<file path="src/rtl/hex_display_pkg.sv">
// Shared constants for the hex display scanner: segment decode table and
// the all-off codes for the active-low anode and segment drives.
package hex_display_pkg;

    typedef logic [1:0] digit_t;

    localparam digit_t     LAST_DIGIT = 2'd3;
    localparam logic [6:0] SEG_OFF    = 7'h7F;
    localparam logic [3:0] AN_OFF     = 4'hF;

    // Active-low {g,f,e,d,c,b,a}; element 0 is the rightmost entry.
    localparam logic [15:0][6:0] SEG_LUT = {
        7'h0E, 7'h06, 7'h21, 7'h46, 7'h03, 7'h08, 7'h10, 7'h00,
        7'h78, 7'h02, 7'h12, 7'h19, 7'h30, 7'h24, 7'h79, 7'h40
    };

    function automatic logic [6:0] seg_decode(input logic [3:0] nib);
        return SEG_LUT[nib];
    endfunction

endpackage

</file>
<file path="src/rtl/hex_display_scanner.sv">
// Time-multiplexed 4-digit seven-segment driver. The display word is
// snapshotted once per frame so digits never tear on mid-frame writes.
module hex_display_scanner
    import hex_display_pkg::*;
#(
    parameter int TICKS_PER_DIGIT = 100000,
    parameter int BLANK_CYCLES    = 1000,
    parameter bit BLANK_LEADING   = 1'b0
) (
    input  logic        clk,
    input  logic        reset,
    input  logic [15:0] hex,
    output logic [3:0]  an,
    output logic [6:0]  seg,
    output logic        frame_tick
);

    localparam int CNT_W = (TICKS_PER_DIGIT > 2) ? $clog2(TICKS_PER_DIGIT) : 1;
    localparam logic [CNT_W-1:0] CNT_MAX   = CNT_W'(TICKS_PER_DIGIT - 1);
    localparam logic [CNT_W:0]   BLANK_END = (CNT_W + 1)'(BLANK_CYCLES);

    logic [CNT_W-1:0] cnt;
    digit_t           digit;
    logic [15:0]      snap;
    logic             load_pend;

    logic             lead_zero;
    logic             slot_blank;
    logic [3:0]       nibble;
    logic [3:0]       an_nxt;
    logic [6:0]       seg_nxt;

    // Upper digits whose nibble and everything above it are zero go dark.
    always_comb begin
        lead_zero = 1'b0;
        if (BLANK_LEADING) begin
            case (digit)
                2'd1:    lead_zero = (snap[15:4]  == 12'h000);
                2'd2:    lead_zero = (snap[15:8]  == 8'h00);
                2'd3:    lead_zero = (snap[15:12] == 4'h0);
                default: lead_zero = 1'b0;
            endcase
        end
    end

    always_comb begin
        nibble     = snap[{digit, 2'b00} +: 4];
        slot_blank = ({1'b0, cnt} < BLANK_END) || lead_zero;
        an_nxt     = AN_OFF;
        seg_nxt    = SEG_OFF;
        if (!slot_blank) begin
            an_nxt  = ~(4'b0001 << digit);
            seg_nxt = seg_decode(nibble);
        end
    end

    always_ff @(posedge clk) begin
        if (reset) begin
            cnt        <= '0;
            digit      <= '0;
            snap       <= '0;
            load_pend  <= 1'b1;
            an         <= AN_OFF;
            seg        <= SEG_OFF;
            frame_tick <= 1'b0;
        end else begin
            if (load_pend) begin
                snap      <= hex;
                load_pend <= 1'b0;
            end
            if (cnt == CNT_MAX) begin
                cnt   <= '0;
                digit <= digit + 2'd1;
                // Arm the next snapshot so it lands on the frame's first cycle.
                if (digit == LAST_DIGIT)
                    load_pend <= 1'b1;
            end else begin
                cnt <= cnt + 1'b1;
            end
            frame_tick <= load_pend;
            an         <= an_nxt;
            seg        <= seg_nxt;
        end
    end

endmodule

</file>
<file path="config.mk">
export PLATFORM = sky130hd
export DESIGN_NAME = hex_display_scanner
export DESIGN_NICKNAME = d
export VERILOG_FILES = /design/src/rtl/hex_display_pkg.sv /design/src/rtl/hex_display_scanner.sv
export SDC_FILE = /design/constraint.sdc
export NUM_CORES = 1
export LEC_CHECK = 0
export ABC_CLOCK_PERIOD_IN_PS = 2000
export CAP_MARGIN = 15
export CORE_ASPECT_RATIO = 1.25
export CORE_MARGIN = 4
export CORE_UTILIZATION = 29
export DETAILED_ROUTE_END_ITERATION = 8
export PLACE_DENSITY = 0.59
export SLEW_MARGIN = 20
export SYNTH_ARGS = -nofsm -noshare
export SYNTH_HDL_FRONTEND = slang
export SYNTH_SLANG_ARGS = --single-unit
</file>
<file path="constraint.sdc">
create_clock -name clk -period 2 [get_ports clk]
set_input_delay 0.2 -clock clk [delete_from_list [all_inputs] [get_ports clk]]
set_output_delay 0.2 -clock clk [all_outputs]
set_load 0.01 [all_outputs]
</file>
==> impl_metrics.py <==
metrics = {
    "run_status": {
        "outcome": "finished clean",
    },
    "drt": {
        "wire_per_inst_um": 12.9,
        "wl_met3_um": 234,
        "drt-initial-drc-count": 37,
        "vias_per_cell": 4.78,
        "vias": 1717,
        "top_layer_used": "met4",
        "antenna_left": 0,
        "wl_met1_mm": 2.01,
        "wirelength_mm": 4.65,
        "first_pass_iters": 4,
        "drc": 0,
        "wl_met2_mm": 2.31,
    },
    "global_routing": {
        "grt_pass1_vias": 1691,
        "grt_start_max_net_pins": 18,
        "overflow": 0,
        "grt_pass1_wl_mm": 7.77,
        "track_usage_pct": 10.6,
        "antenna_found_initial": 0,
    },
    "floorplan": {
        "initial_core_util_pct": 30.0,
        "coreArea_sq_um": 7400,
        "die_w_um": 86.3,
        "die_area_sq_um": 9140,
        "rows": 35,
        "pin_count": 30,
        "die_y_um": 106,
    },
    "timing": {
        "max_freq_ghz": 0.526,
        "relSlewSlack_pct": 66.1,
        "worst_slack_ns": 0.0988,
        "period_minus_slack_ns": 1.90,
        "setup_viol": 0,
        "slew_violations": 0,
        "timing.final.crit_share_pct": 95.1,
        "rsz0062_at_grt": "false",
        "hold_violations": 0,
        "tightest_slew_ns": 0.503,
        "fin_tns_setup_ns": 0,
        "skew_ns": 0.00657,
    },
    "synthesis": {
        "syn_area_per_cell_sq_um": 10.0,
        "synth_nets": 251,
        "synth_top_family_by_area": "multiplexers",
        "synth_xor_area_share_pct": 4.73,
        "synthCells": 222,
        "synth_cell_type_count": 40,
        "synth-simple-area-share_pct": 17.2,
        "ys_warn_count": 0,
        "synth_edf_count": 0,
        "synthMuxAreaShare_pct": 18.2,
        "synthFlopType": "dfxtp_1",
        "async_flop_share_pct": 0,
        "synth_compound_area_share_pct": 6.64,
        "ys_seq_area_share_pct": 43.2,
        "synth-adder-area-share_pct": 6.19,
        "synth-seq-cells": 48,
        "netlist_area_sq_um": 2220,
    },
    "min_path": {
        "min_from": "cnt[0]",
        "whs_endpoint": "cnt[0]",
        "min_path_cells": 1,
        "hold_class": "register to register",
    },
    "finish": {
        "layout_common_cells": "dfxtp_1 (47), nor2_1 (29), clkdlybuf4s50_1 (29)",
        "fin_cells": 359,
        "fin_area_sq_um": 2800,
        "finalNetCount": 295,
        "utilization_pct": 37.8,
        "drive_above_1_share_pct": 13.5,
        "n_antenna_cell": 0,
        "area_growth_pct": 25.8,
        "final_common_cell": "dfxtp_1",
    },
    "cts": {
        "cts_buffers": 5,
        "cts_buffer_depth": 2,
        "cts-root-buf": "clkbuf_8",
        "cts_tree": "built",
        "hold_buffers": 0,
        "clock_sinks": 48,
        "clk_pin_slew_worst_paths_ns": 0.08,
        "clk_latency_ns": 0.29,
        "h-tree-depth": 2,
    },
    "placed_design": {
        "gp_congestion": 0.897,
        "dpl_cell_area_sq_um": 2690,
        "dpl_worst_slack_ns": 0.0360,
        "dp_hpwl_mm": 3.51,
        "port_buffers": 29,
        "dpl.cell_count": 349,
    },
    "worst_setup_path": {
        "cp.required_ns": 2.18,
        "worst-setup-path-type": "register to register",
        "r2r_end": "seg[0]",
        "cp-end-kind": "register",
        "arrival_ns": 2.08,
        "r2r-start": "digit[1]",
        "cp-start-kind": "register",
        "worstRegToRegCells": 5,
        "crit_fanout": 5,
        "ff2ff_setup_slack_ns": 0.1,
    },
    "power": {
        "leakage_uw": 0.00113,
        "max-vdd-ir-drop_mv": 0.290,
        "p_per_area_nw_per_um2": 634,
    },
    "job": {
        "cap_violations": 0,
    },
}
## final cells by class
class / count / area [sq um]
fillers: 736 / 4600
multi-input cells: 157 / 1170
flip-flops and latches: 48 / 962
repair buffers: 48 / 433
well taps: 92 / 115
clock buffers: 8 / 90.1
inverters: 6 / 22.5
## cell usage after synthesis, types with 2 or more instances
cell type | number | area (sq um)
xnor2_1 | 2 | 17.5
o221ai_1 | 2 | 17.5
mux2_2 | 4 | 45.0
mux4_1 | 2 | 52.6
o21ai_0 | 6 | 30.0
o211ai_1 | 4 | 30.0
and3_1 | 3 | 18.8
and4_1 | 3 | 26.3
xor2_1 | 10 | 87.6
nor2_1 | 29 | 109
nand4_1 | 6 | 37.5
ha_1 | 11 | 138
inv_1 | 6 | 22.5
or3_1 | 5 | 31.3
a21oi_1 | 6 | 30.0
buf_2 | 3 | 15.0
nand2_1 | 11 | 41.3
nand3b_1 | 2 | 15.0
and2_1 | 2 | 12.5
clkbuf_1 | 3 | 11.3
buf_4 | 2 | 15.0
mux2i_1 | 27 | 270
nand3_1 | 9 | 45.0
dfxtp_1 | 48 | 961
## per-layer routing
layer	track usage, %	vias up
met5	0	-
met1	12.5	803
li1	-	872
met2	18.4	34
met3	2.09	8
met4	4.12	0
## sequential cells by signal, indices dropped and copies added, names as in the netlist
name and cells:
load_pend 1, seg 7, frame_tick 1, cnt 17
snap 16, an 4, digit 2
## timing repair
item                                   CTS  global route
resized for setup                        0             2
endpoints found under the hold margin    0             0
buffers inserted                         0             2
setup endpoints to repair                0             1
## stage by stage
stage          hold WS (ns)  power (uW)
5_1_grt               0.470        1860
3_5_place_dp          0.441        1200
2_1_floorplan         0.272        1120
3_3_place_gp          0.421        1200
6_report              0.441        1770
4_1_cts               0.453        1790
## logic make-up after synthesis
group / count (synthesis)
buffers and inverters: 17
adders and majority gates: 11
AOI/OAI and AO/OA: 23
DFF: 48
and+or+nand+nor: 76
xor gates and xnor gates: 12
muxes: 35
## how the worst max path moves through the flow
stage | startpoint | endpoint | slack (ns)
6_report | digit[1] | seg[0] | 0.1
5_1_grt | digit[1] | seg[0] | 0.01
2_1_floorplan | digit[1] | seg[0] | 0.03
3_3_place_gp | digit[1] | seg[0] | 0.07
3_5_place_dp | digit[1] | seg[0] | 0.04
4_1_cts | digit[1] | seg[0] | 0.01
## worst max-delay path, cell delays in order, from the launching register on
cell,delay (ns)
dfxtp_2,0.37
mux4_2,0.54
ha_1,0.28
or3_1,0.39
o2111ai_1,0.10
o211ai_1,0.11
## power breakdown
group	internal, uW	switching [uW]	leakage [uW]
logic	102	81.4	0.000692
registers	981	15.7	0.000392
clock network	283	310	0.0000455
No activity file was read; power rests on OpenSTA's default activity.
